<file path="src/rtl/space_wire_stat_readout.sv">
// ---------------------------------------------------------------------------
// space_wire_stat_readout
//
// Host-side readout stage for the SpaceWire statistics block. Presents the
// eight 8-bit statistics counters and the 7-bit character monitor through a
// req/ack register port with coherent snapshots, sticky event flags and a
// statistics-clear strobe.
//
// Optional feature macro: SPW_STAT_IRQ_EN
//   defined   -> register 0xB is a 7-bit IRQ mask, o_irq port present
//   undefined -> 0xB is unmapped, no o_irq port
//
// Parameters
//   STAT_CLR_CYCLES  width of o_stat_clear in i_clk cycles (1..15)
//
// Ports
//   i_clk             system clock
//   i_reset           asynchronous, active-high reset
//   i_stat_info_0..7  txEOP, rxEOP, txEEP, rxEEP, txByte, rxByte, linkUp, linkDown
//   i_char_mon        {rxEEP, rxEOP, FCT, NULL, rxByte, txByte, linkUpEn}
//   i_req             access request, held until o_ack
//   i_we              1 = write, 0 = read
//   i_addr            register address
//   i_wdata           write data
//   o_ack             one-cycle acknowledge
//   o_rdata           read data, valid with o_ack, held until the next ack
//   o_stat_clear      clear strobe to the statistics block
//   o_irq             interrupt (SPW_STAT_IRQ_EN only)
//
// Register map
//   0x0       read: snapshot all eight counters, return counter 0
//   0x1..0x7  read: snapshotted counter n
//   0x8       read: {0, sticky}, clear-on-read (set wins)
//   0x9       read: {0, i_char_mon}
//   0xA       write: bit0 start clear pulse, bit1 force snapshot
//             read : {7'b0, clear_busy}
//   0xB       IRQ mask (SPW_STAT_IRQ_EN only)
// ---------------------------------------------------------------------------
`timescale 1ns/1ps

module space_wire_stat_readout #(
  parameter int unsigned STAT_CLR_CYCLES = 2
) (
  input  logic       i_clk,
  input  logic       i_reset,
  input  logic [7:0] i_stat_info_0,
  input  logic [7:0] i_stat_info_1,
  input  logic [7:0] i_stat_info_2,
  input  logic [7:0] i_stat_info_3,
  input  logic [7:0] i_stat_info_4,
  input  logic [7:0] i_stat_info_5,
  input  logic [7:0] i_stat_info_6,
  input  logic [7:0] i_stat_info_7,
  input  logic [6:0] i_char_mon,
  input  logic       i_req,
  input  logic       i_we,
  input  logic [3:0] i_addr,
  input  logic [7:0] i_wdata,
  output logic       o_ack,
  output logic [7:0] o_rdata,
  output logic       o_stat_clear
`ifdef SPW_STAT_IRQ_EN
  ,
  output logic       o_irq
`endif
);

  localparam logic [3:0] CLR_LOAD = 4'(STAT_CLR_CYCLES);

  typedef enum logic [1:0] {
    ST_IDLE,
    ST_DECODE,
    ST_ACK,
    ST_WAIT_LOW
  } state_t;

  state_t          state_q, state_d;

  logic            we_q;
  logic [3:0]      addr_q;
  logic [7:0]      wdata_q;

  logic [7:0][7:0] stat_in;
  logic [7:0][7:0] shadow_q, shadow_d;
  logic [6:0]      sticky_q, sticky_d;
  logic [3:0]      clr_cnt_q, clr_cnt_d;
  logic [7:0]      rdata_q, rdata_d;
  logic            clr_busy;
  logic            decode;

`ifdef SPW_STAT_IRQ_EN
  logic [6:0]      mask_q, mask_d;
  logic            irq_q;
  logic            unused_wdata;
  assign unused_wdata = wdata_q[7];
`else
  logic            unused_wdata;
  assign unused_wdata = ^wdata_q[7:2];
`endif

  assign stat_in = {i_stat_info_7, i_stat_info_6, i_stat_info_5, i_stat_info_4,
                    i_stat_info_3, i_stat_info_2, i_stat_info_1, i_stat_info_0};

  assign clr_busy     = (clr_cnt_q != '0);
  assign o_stat_clear = clr_busy;
  assign o_rdata      = rdata_q;
  assign decode       = (state_q == ST_DECODE);

  // ---------------------------------------------------------------------
  // Handshake FSM
  // ---------------------------------------------------------------------
  always_ff @(posedge i_clk or posedge i_reset) begin
    if (i_reset) begin
      state_q <= ST_IDLE;
    end else begin
      state_q <= state_d;
    end
  end

  always_comb begin
    state_d = state_q;
    o_ack   = 1'b0;
    case (state_q)
      ST_IDLE: begin
        if (i_req) begin
          state_d = ST_DECODE;
        end
      end
      ST_DECODE: begin
        state_d = ST_ACK;
      end
      ST_ACK: begin
        o_ack   = 1'b1;
        state_d = ST_WAIT_LOW;
      end
      ST_WAIT_LOW: begin
        // A request still held from the last access must drop first.
        if (!i_req) begin
          state_d = ST_IDLE;
        end
      end
      default: begin
        state_d = ST_IDLE;
      end
    endcase
  end

  // ---------------------------------------------------------------------
  // Request capture
  // ---------------------------------------------------------------------
  always_ff @(posedge i_clk or posedge i_reset) begin
    if (i_reset) begin
      we_q    <= 1'b0;
      addr_q  <= '0;
      wdata_q <= '0;
    end else if (state_q == ST_IDLE && i_req) begin
      we_q    <= i_we;
      addr_q  <= i_addr;
      wdata_q <= i_wdata;
    end
  end

  // ---------------------------------------------------------------------
  // Register file next-state
  // ---------------------------------------------------------------------
  always_comb begin
    shadow_d  = shadow_q;
    sticky_d  = sticky_q | i_char_mon;
    clr_cnt_d = clr_busy ? (clr_cnt_q - 4'd1) : clr_cnt_q;
    rdata_d   = rdata_q;
`ifdef SPW_STAT_IRQ_EN
    mask_d    = mask_q;
`endif
    if (decode) begin
      rdata_d = '0;
      if (we_q) begin
        case (addr_q)
          4'hA: begin
            // Reload rather than accumulate: a busy pulse is only extended.
            if (wdata_q[0]) begin
              clr_cnt_d = CLR_LOAD;
            end
            if (wdata_q[1]) begin
              shadow_d = stat_in;
            end
          end
`ifdef SPW_STAT_IRQ_EN
          4'hB: begin
            mask_d = wdata_q[6:0];
          end
`endif
          default: begin
          end
        endcase
      end else begin
        case (addr_q)
          4'h0: begin
            // Snapshot and return counter 0 straight from the inputs so the
            // returned value matches what was just captured.
            shadow_d = stat_in;
            rdata_d  = stat_in[0];
          end
          4'h1, 4'h2, 4'h3, 4'h4, 4'h5, 4'h6, 4'h7: begin
            rdata_d = shadow_q[addr_q[2:0]];
          end
          4'h8: begin
            // Events active in the clearing cycle survive the clear.
            rdata_d  = {1'b0, sticky_q};
            sticky_d = i_char_mon;
          end
          4'h9: begin
            rdata_d = {1'b0, i_char_mon};
          end
          4'hA: begin
            rdata_d = {7'b0, clr_busy};
          end
`ifdef SPW_STAT_IRQ_EN
          4'hB: begin
            rdata_d = {1'b0, mask_q};
          end
`endif
          default: begin
          end
        endcase
      end
    end
  end

  always_ff @(posedge i_clk or posedge i_reset) begin
    if (i_reset) begin
      shadow_q  <= '0;
      sticky_q  <= '0;
      clr_cnt_q <= '0;
      rdata_q   <= '0;
    end else begin
      shadow_q  <= shadow_d;
      sticky_q  <= sticky_d;
      clr_cnt_q <= clr_cnt_d;
      rdata_q   <= rdata_d;
    end
  end

`ifdef SPW_STAT_IRQ_EN
  // ---------------------------------------------------------------------
  // Interrupt: registered, follows sticky/mask by one cycle
  // ---------------------------------------------------------------------
  always_ff @(posedge i_clk or posedge i_reset) begin
    if (i_reset) begin
      mask_q <= '0;
      irq_q  <= 1'b0;
    end else begin
      mask_q <= mask_d;
      irq_q  <= |(sticky_q & mask_q);
    end
  end

  assign o_irq = irq_q;
`endif

endmodule
</file>
<file path="config.mk">
export PLATFORM = sky130hd
export DESIGN_NAME = space_wire_stat_readout
export DESIGN_NICKNAME = d
export VERILOG_FILES = /design/src/rtl/space_wire_stat_readout.sv
export SDC_FILE = /design/constraint.sdc
export NUM_CORES = 1
export LEC_CHECK = 0
export ABC_CLOCK_PERIOD_IN_PS = 3650
export CAP_MARGIN = 15
export CORE_ASPECT_RATIO = 1.2
export CORE_MARGIN = 5
export CORE_UTILIZATION = 45
export DETAILED_ROUTE_END_ITERATION = 7
export PLACE_DENSITY = 0.81
export SETUP_SLACK_MARGIN = 0.4
export SKIP_CTS_REPAIR_TIMING = 1
export SYNTH_ARGS = -nofsm -noshare
export SYNTH_HDL_FRONTEND = slang
export SYNTH_SLANG_ARGS = --single-unit
</file>
<file path="constraint.sdc">
create_clock -name i_clk -period 3.65 [get_ports i_clk]
set_input_delay 0.5475 -clock i_clk [delete_from_list [all_inputs] [get_ports i_clk]]
set_output_delay 0.5475 -clock i_clk [all_outputs]
set_load 0.02 [all_outputs]
</file>
==> results.ini, run 1 <==
[layout]
final_cell_mix = dfrtp_1, clkdlybuf4s50_1, mux2_1
syn2layout_area_growth_pct = 27.4
antenna_cells = 0
drive_above_1_share_pct = 15.2
finalNetCount = 471

[detailed_routing]
dr.pass1.iters = 5
wl_per_cell_um = 18.2
route.detailed.drc = 0
vias_per_cell = 5.37
vias = 2695
drt_iter0_drc = 89
ant_nets = 0
finalWirelength_um = 9140

[sta]
whs_ns = 0.482
setup_viol = 0
clock_skew_ns = 0.00736
tightest_slew_ns = 0.744
period_minus_slack_ns = 2.60
fmax_ghz = 0.384
slew_headroom_pct = 50.0
maxSlewViolCount = 0
fin_crit_sh_pct = 71.3
finalHoldViolCount = 0
rsz0062_at_grt = false
setup_tns_ns = 0

[floorplan]
die_area_um2 = 11500
start_util_pct = 46.5
pin_count = 97
rows = 38
die_y_um = 116
core_area_um2 = 9130
dieWidth_um = 98.6

[run]
max_cap_violations = 0

[synthesis]
seq_area_frac_synth_pct = 53.1
yosysTopAreaCell = dfrtp_1
synth.distinct_cells = 39
synth_top_family_by_area = multiplexers
synth-simple-area-share_pct = 5.04
synth-seq-cells = 90
netlist_area_um2 = 4240
synth_mux_area_share_pct = 30.0
synth_compound_area_share_pct = 5.81
synth_cells = 292
synth_area_leaders = dfrtp_1, mux2_1, mux4_2
ys_warn_count = 0
syn_nets = 385
synthAdderAreaFrac_pct = 1.77
yosysTopAreaCellShare_pct = 53.1
avgSynthCellArea_um2 = 14.5
synth_xor_area_share_pct = 0.206

[placed_design]
gp_congestion = 0.800
hpwl_um = 6740
port_buffers = 90

[worst_setup_path]
critPathKind = reg -> out
cp-end-kind = output pin
ff2ff_setup_slack_ns = 1.05
cp_data_required_time_ns = 3.10
path_max_fanout = 5
path_cells = inv_1 > ha_1 > or3b_1 > clkdlybuf4s50_1
startpoint_type = register
arrival_ns = 2.06
crit_path_top_delay_cell = clkdlybuf4s50_1
ff2ff_path_depth = 6
slowest_delay_ns = 0.58
worstReg2RegEnd = shadow_q[28]$_DFFE_PP0P_
worstReg2RegStart = state_q[1]$_DFFE_PP0P_

[hold_path]
hold_path_depth = 1
holdCritStartpoint = sticky_q[2]$_DFF_PP0_
holdPathEnd = sticky_q[2]$_DFF_PP0_
min_path_type = reg -> reg

[clock_tree]
clock-root-buffer = clkbuf_8
clkLatencyLatePin_ns = 0.36
clock-sinks = 90
cts_buffers = 9
clk_path_buf_depth = 2
cts.htree.levels = 3
cts_tree = done
path_clk_slew_ns = 0.08

[grt]
grt-ovfl-total = 0
grt_start_max_net_pins = 55
antenna_found_initial = 0
grt_pass1_wl_um = 15200
grt_use_total_pct = 17.3
grt_pass1_vias = 3004

[pwr]
p_total_mw = 3.75
leakagePower_nw = 2.31
powerDensity_nw_per_um2 = 694
ir_worst_vdd_mv = 0.339

[run_status]
status = finished, final reports clean

==> cell usage after synthesis <==
cell       instances
nor3b_2            1
xnor2_1            1
clkbuf_1           1
and3b_1            1
inv_1              7
a311oi_1           1
buf_1              2
clkbuf_2           1
dfrtp_1           90
mux4_2            15
buf_6              8
or3b_1             1
o21ai_0            4
nor2_1             3
a2bb2oi_1          1
nand2b_1           9
o311ai_1           1
a21oi_1            4
ha_1               6
nor2b_1            2
mux2_2            18
o221ai_1           6
a211oi_1           1
o21ai_2            1
inv_2              1
nand3b_1           1
buf_2              7
or3_1              3
nand2_1            3
o211ai_1           1
a22oi_1            6
mux2_1            58
nand3_1            3
nor3_1             4
and3_1             3
a31oi_1            1
mux2i_1            8
nor4_2             1
a21o_1             7
==> worst max-delay path by stage <==
| stage | startpoint | endpoint | slack (ns) | depth (start not counted) |
|---|---|---|---|---|
| floorplan | i_reset | addr_q[0]$_DFFE_PP0P_ | 0.77 | 1 |
| detailed placement | state_q[1]$_DFFE_PP0P_ | shadow_q[28]$_DFFE_PP0P_ | 1.03 | 6 |
| finish | clr_cnt_q[0]$_DFF_PP0_ | o_stat_clear | 1.05 | 4 |
| CTS | clr_cnt_q[0]$_DFF_PP0_ | o_stat_clear | 1.01 | 4 |
| global placement | state_q[1]$_DFFE_PP0P_ | shadow_q[46]$_DFFE_PP0P_ | 1.11 | 6 |
| global route | state_q[1]$_DFFE_PP0P_ | shadow_q[28]$_DFFE_PP0P_ | 0.84 | 6 |
==> worst max-delay path: cells and delay by family (launching register included) <==
kind / cells / cell delay (ns)
adder cells (fa/ha/maj): 1 / 0.20
buffers and inverters: 2 / 0.64
flip-flops: 1 / 0.40
AND/OR/NAND/NOR: 1 / 0.46
==> where the power goes <==
| group | internal (mW) | switching [mW] | total, mW |
|---|---|---|---|
| Clock | 0.316 | 0.328 | 0.644 |
| Sequential | 1.39 | 0.288 | 1.68 |
| Combinational | 0.819 | 0.611 | 1.43 |
==> metal layers <==
layer / vias to the layer above / share of wire, % / GRT usage (%)
met1: 1356 / 42 / 21.6
met5: - / 0 / 0
met2: 86 / 51 / 28.2
li1: 1242 / - / -
met4: 0 / 1.6 / 7.19
met3: 11 / 5.9 / 5.26
==> logic make-up (layout without fill, tap and decap cells) <==
group	after synthesis	in the layout
adder cells (fa/ha/maj)	6	6
XOR/XNOR	1	1
buffers and inverters	27	117
flip-flops	90	90
AO/OA/AOI/OAI	34	34
multiplexers	99	99
AND/OR/NAND/NOR	35	35
==> through the flow <==
stage / util (%) / std cells / area (um2) / worst slack [ns]
after global placement: 57.1 / 487 / 5220 / 1.11
final: 59.2 / 502 / 5400 / 1.05
after CTS: 59.2 / 502 / 5400 / 1.01
after global routing: 59.2 / 502 / 5400 / 0.836
after floorplan: - / 292 / 4240 / 0.767
after detailed placement: 57.1 / 487 / 5220 / 1.03
==> cell type report <==
class / instances / area, um2
Fill cell: 737 / 3720
Sequential cell: 90 / 2250
Multi-Input combinational cell: 175 / 1830
Timing Repair Buffer: 94 / 956
Clock buffer: 13 / 179
Tap cell: 120 / 150
Inverter: 8 / 31.3
Clock inverter: 2 / 10.0
==> flip-flops by register name (all words and copies together) (netlist names) <==
name	count
shadow_q	62
o_rdata	8
sticky_q	7
addr_q	4
clr_cnt_q	4
state_q	2
wdata_q	2
we_q	1
No activity file was read; power rests on OpenSTA's default activity.
==> run 2: changes to the inputs <==
--- a/config.mk
+++ b/config.mk
@@ -5,7 +5,7 @@
 export SDC_FILE = /design/constraint.sdc
 export NUM_CORES = 1
 export LEC_CHECK = 0
-export ABC_CLOCK_PERIOD_IN_PS = 3650
+export ABC_CLOCK_PERIOD_IN_PS = 2500
 export CAP_MARGIN = 15
 export CORE_ASPECT_RATIO = 1.2
 export CORE_MARGIN = 5
==> constraint.sdc (replaced) <==
create_clock -name i_clk -period 2.5 [get_ports i_clk]
set_input_delay 0.375 -clock i_clk [delete_from_list [all_inputs] [get_ports i_clk]]
set_output_delay 0.375 -clock i_clk [all_outputs]
set_load 0.02 [all_outputs]
==> results.ini, run 2 (synthesis gave the netlist of run 1 again) <==
[detailed_routing]
drt_iter0_drc = 97
vias_per_cell = 5.38
vias = 2724
dr.pass1.iters = 4
wl_per_cell_um = 18.0
finalWirelength_um = 9130
route.detailed.drc = 0
ant_nets = 0

[sta]
slew_headroom_pct = 45.6
maxSlewViolCount = 0
setup_viol = 0
fin_crit_sh_pct = 83.8
tightest_slew_ns = 0.810
clock_skew_ns = 0.00946
setup_tns_ns = 0
finalHoldViolCount = 0
rsz0062_at_grt = true
fmax_ghz = 0.478
whs_ns = 0.468
period_minus_slack_ns = 2.09

[layout]
fin_cells = 506
antenna_cells = 0
largest_register = shadow_q
seqCellArea_um2 = 2250
syn2layout_area_growth_pct = 29.3
fin_util_pct = 60.1
final_common_cell = dfrtp_1
final_cell_mix = dfrtp_1, clkdlybuf4s50_1, mux2_1
finalNetCount = 476
drive_above_1_share_pct = 16.3
largest_reg_flops = 62
multi_input_area_um2 = 1830
fill_cells = 732

[grt]
grt_start_max_net_pins = 91
antenna_found_initial = 0
grt_pass1_vias = 2976
grt_pass1_wl_um = 14800
grt.busiest_layer = met2
met2_usage_pct = 28.9
use_met1_pct = 20.8
grt-ovfl-total = 0
grt_util_met3_pct = 2.99
grt_use_total_pct = 16.8

[clock_tree]
path_clk_slew_ns = 0.08
clock-root-buffer = clkbuf_8
cts_tree = done
cts.htree.levels = 3
clk_path_buf_depth = 2
clock-sinks = 90
cts_buffers = 9
clkLatencyLatePin_ns = 0.36

[run_status]
status = finished, final reports clean

[floorplan]
core_area_um2 = 9130
start_util_pct = 46.5
die_y_um = 116
dieWidth_um = 98.6
pin_count = 97
rows = 38
die_area_um2 = 11500

[placed_design]
hpwl_um = 6610
port_buffers = 90
gp_congestion = 0.814
dp_cells = 491

[worst_setup_path]
worstReg2RegEnd = o_rdata[5]$_DFFE_PP0N_
path_max_fanout = 5
cp.buffers_inverters = 2
path_cells = inv_1 > ha_1 > or3b_1 > dlymetal6s2s_1
cp-end-kind = output pin
arrival_ns = 1.72
ff2ff_setup_slack_ns = 0.56
critPathKind = reg -> out
ff2ff_path_depth = 4
crit_path_top_delay_cell = or3b_1
cp_data_required_time_ns = 2.12
startpoint_type = register
slowest_delay_ns = 0.45
worstReg2RegStart = addr_q[0]$_DFFE_PP0P_
cp_top_family = simple AND/OR/NAND/NOR gates

[pwr]
leakagePower_nw = 2.36
ir_worst_vdd_mv = 0.534
powerDensity_nw_per_um2 = 1020

[run]
max_cap_violations = 0

[hold_path]
min_path_type = in -> async

run 2: changes by cell type in the layout (fill, tap and decap cells not counted), sizes merged:
| cell | change |
|---|---|
| clkdlybuf4s50 | -2 |
| clkbuf | -1 |
| dlymetal6s2s | +2 |
| bufinv | +1 |
| buf | +4 |
| clkinvlp | +1 |
| clkinv | -1 |
run 2: power breakdown:
group	total [mW]	internal (mW)	switching [mW]
sequential	2.42	2.03	0.392
combinational	2.17	1.25	0.922
clock	0.975	0.502	0.473
run 2: through the flow:
stage	total power [mW]	cell area, um2	setup slack (ns)
3_5_place_dp	4.66	5260	0.399
4_1_cts	5.64	5450	0.0422
3_3_place_gp	4.54	5260	0.472
2_1_floorplan	3.95	4250	0.641
5_1_grt	5.97	5480	0.302
6_report	5.57	5480	0.406
run 2: layer usage:
layer / vias up / share of wire [%]
met5: - / 0
met4: 0 / 2.0
met3: 14 / 4.6
met2: 67 / 52
met1: 1385 / 41
li1: 1258 / -
run 2: layout make-up:
type | instances | area share (%)
flip-flops and latches | 90 | 41.1
multi-input cells | 175 | 33.3
repair buffers | 99 | 18.8
clock buffers | 11 | 2.76
well taps | 120 | 2.74
clock inverters | 3 | 0.730
inverters | 8 | 0.616
run 2: worst register-to-register path, delay by kind of cell, from the launching register on:
| family | cells | cell delay (ns) |
|---|---|---|
| compound gates | 1 | 0.14 |
| buf+inv | 1 | 0.25 |
| flops | 1 | 0.69 |
| mux | 2 | 0.75 |
run 2: how the worst max path moves through the flow:
stage	from	end	depth (start not counted)
2_1_floorplan	state_q[1]$_DFFE_PP0P_	shadow_q[10]$_DFFE_PP0P_	8
3_3_place_gp	clr_cnt_q[0]$_DFF_PP0_	o_stat_clear	4
3_5_place_dp	addr_q[3]$_DFFE_PP0P_	o_rdata[2]$_DFFE_PP0N_	4
4_1_cts	clr_cnt_q[0]$_DFF_PP0_	o_stat_clear	4
5_1_grt	clr_cnt_q[0]$_DFF_PP0_	o_stat_clear	4
6_report	clr_cnt_q[0]$_DFF_PP0_	o_stat_clear	4
==> run 3: changes to the inputs <==
--- a/config.mk
+++ b/config.mk
@@ -5,7 +5,7 @@
 export SDC_FILE = /design/constraint.sdc
 export NUM_CORES = 1
 export LEC_CHECK = 0
-export ABC_CLOCK_PERIOD_IN_PS = 2500
+export ABC_CLOCK_PERIOD_IN_PS = 2100
 export CAP_MARGIN = 15
 export CORE_ASPECT_RATIO = 1.2
 export CORE_MARGIN = 5
==> constraint.sdc (replaced) <==
create_clock -name i_clk -period 2.1 [get_ports i_clk]
set_input_delay 0.315 -clock i_clk [delete_from_list [all_inputs] [get_ports i_clk]]
set_output_delay 0.315 -clock i_clk [all_outputs]
set_load 0.02 [all_outputs]
==> results.ini, run 3 (synthesis gave the netlist of run 1 again) <==
[layout]
fill_cells = 655
largest_reg_flops = 62
syn2layout_area_growth_pct = 40.2
final_common_cell = dfrtp_1
fin_cells = 527
drive_above_1_share_pct = 30.2
final_cell_mix = dfrtp_1, clkdlybuf4s50_1, mux2_1
seqCellArea_um2 = 2250
antenna_cells = 0
largest_register = shadow_q
finalNetCount = 495
multi_input_area_um2 = 1980

[worst_setup_path]
critPathKind = reg -> reg
slowest_delay_ns = 0.49
path_max_fanout = 11
cp_data_required_time_ns = 2.35
startpoint_type = register
cp_top_family = flip-flops
cp-end-kind = register
crit_path_top_delay_cell = dfrtp_2
ff2ff_setup_slack_ns = 0.28
arrival_ns = 2.07
path_cells = and3_1 > a21oi_1 > nor2b_4 > buf_12 > clkbuf_16 > mux2_1
cp.buffers_inverters = 2

[grt]
grt_use_total_pct = 17.1
met2_usage_pct = 28.2
grt_pass1_vias = 3025
antenna_found_initial = 0
grt-ovfl-total = 0
grt_util_met3_pct = 4.90
grt.busiest_layer = met2
grt_start_max_net_pins = 38
grt_pass1_wl_um = 15100
use_met1_pct = 21.6

[placed_design]
hpwl_um = 7080
port_buffers = 90
dp_cells = 498
gp_congestion = 0.784

[sta]
finalHoldViolCount = 0
slew_headroom_pct = 66.8
period_minus_slack_ns = 1.82
setup_viol = 0
tightest_slew_ns = 0.498
fin_crit_sh_pct = 86.7
clock_skew_ns = 0.00546
maxSlewViolCount = 0
whs_ns = 0.325
rsz0062_at_grt = true
fmax_ghz = 0.549

[floorplan]
pin_count = 97
rows = 38
start_util_pct = 46.5
core_area_um2 = 9130
die_area_um2 = 11500
dieWidth_um = 98.6
die_y_um = 116

[detailed_routing]
ant_nets = 0
finalWirelength_um = 10500
drt_iter0_drc = 129
vias = 2853
dr.pass1.iters = 4
route.detailed.drc = 0
vias_per_cell = 5.41
wl_per_cell_um = 19.9

[pwr]
ir_worst_vdd_mv = 0.622
powerDensity_nw_per_um2 = 1260
p_total_mw = 7.49
leakagePower_nw = 2.62

[clock_tree]
path_clk_slew_ns = 0.08
cts.htree.levels = 3
cts_buffers = 9
cts_tree = done
clk_path_buf_depth = 2
clkLatencyLatePin_ns = 0.37
clock-root-buffer = clkbuf_8
clock-sinks = 90

[run_status]
status = finished, final reports clean

[hold_path]
min_path_type = in -> async

[run]
max_cap_violations = 0

run 3: changes by cell type in the layout (fill, tap and decap cells not counted), moves of 3 or more:
cell             delta
clkbuf_16           +3
mux2_4             +27
mux2_1             -27
buf_12              +6
dlymetal6s2s_1      +3
inv_1               -3
inv_2               +3
clkdlybuf4s50_1     -5
buf_6               +3
buf_4               +7
run 3: worst register-to-register path, stage by stage, from the launching register on:
cell and delay [ns]:
dfrtp_2 0.49, and3_1 0.24, a21oi_1 0.26, nor2b_4 0.07
buf_12 0.16, clkbuf_16 0.17, mux2_1 0.32
run 3: path summary, 6_finish.rpt:
path                            cells past startpoint                   from                  endpoint
worst max register to register                      6  addr_q[1]$_DFFE_PP0P_  shadow_q[20]$_DFFE_PP0P_
worst min-delay path                                2                i_reset  shadow_q[18]$_DFFE_PP0P_
worst min register to register                      1  sticky_q[6]$_DFF_PP0_     sticky_q[6]$_DFF_PP0_
worst max-delay path                                6  addr_q[1]$_DFFE_PP0P_  shadow_q[20]$_DFFE_PP0P_
max in group asynchronous                           3                i_reset     addr_q[0]$_DFFE_PP0P_
min in group i_clk                                  1  sticky_q[6]$_DFF_PP0_     sticky_q[6]$_DFF_PP0_
run 3: final cells by class:
class,count,share of cell area [%]
Multi-Input combinational cell,175,33.4
Inverter,8,0.568
Clock buffer,15,3.13
Timing Repair Buffer,118,22.0
Tap cell,120,2.52
Sequential cell,90,37.9
Clock inverter,1,0.505
run 3: per-stage QoR:
stage               setup slack (ns)  instance area, um2  setup TNS, ns  util, %
detailed placement             0.227                5400              0     59.1
floorplan                      0.311                4310              0        -
global route                   0.222                5950              0     65.1
global placement               0.252                5400              0     59.1
CTS                           -0.175                5620         -0.175     61.5
finish                         0.279                5950              0     65.1
run 3: metal layers:
metal	up-vias	wire length, um
met4	0	195
li1	1293	-
met3	17	577
met1	1455	4350
met5	-	0
met2	88	5360
run 3: power by group:
part	switching [mW]	leakage (nW)	total, mW	internal [mW]
clock	0.589	0.110	1.27	0.682
sequential	0.460	1.11	2.88	2.42
combinational	1.34	1.40	3.34	1.99
total	2.39	2.62	7.49	5.10
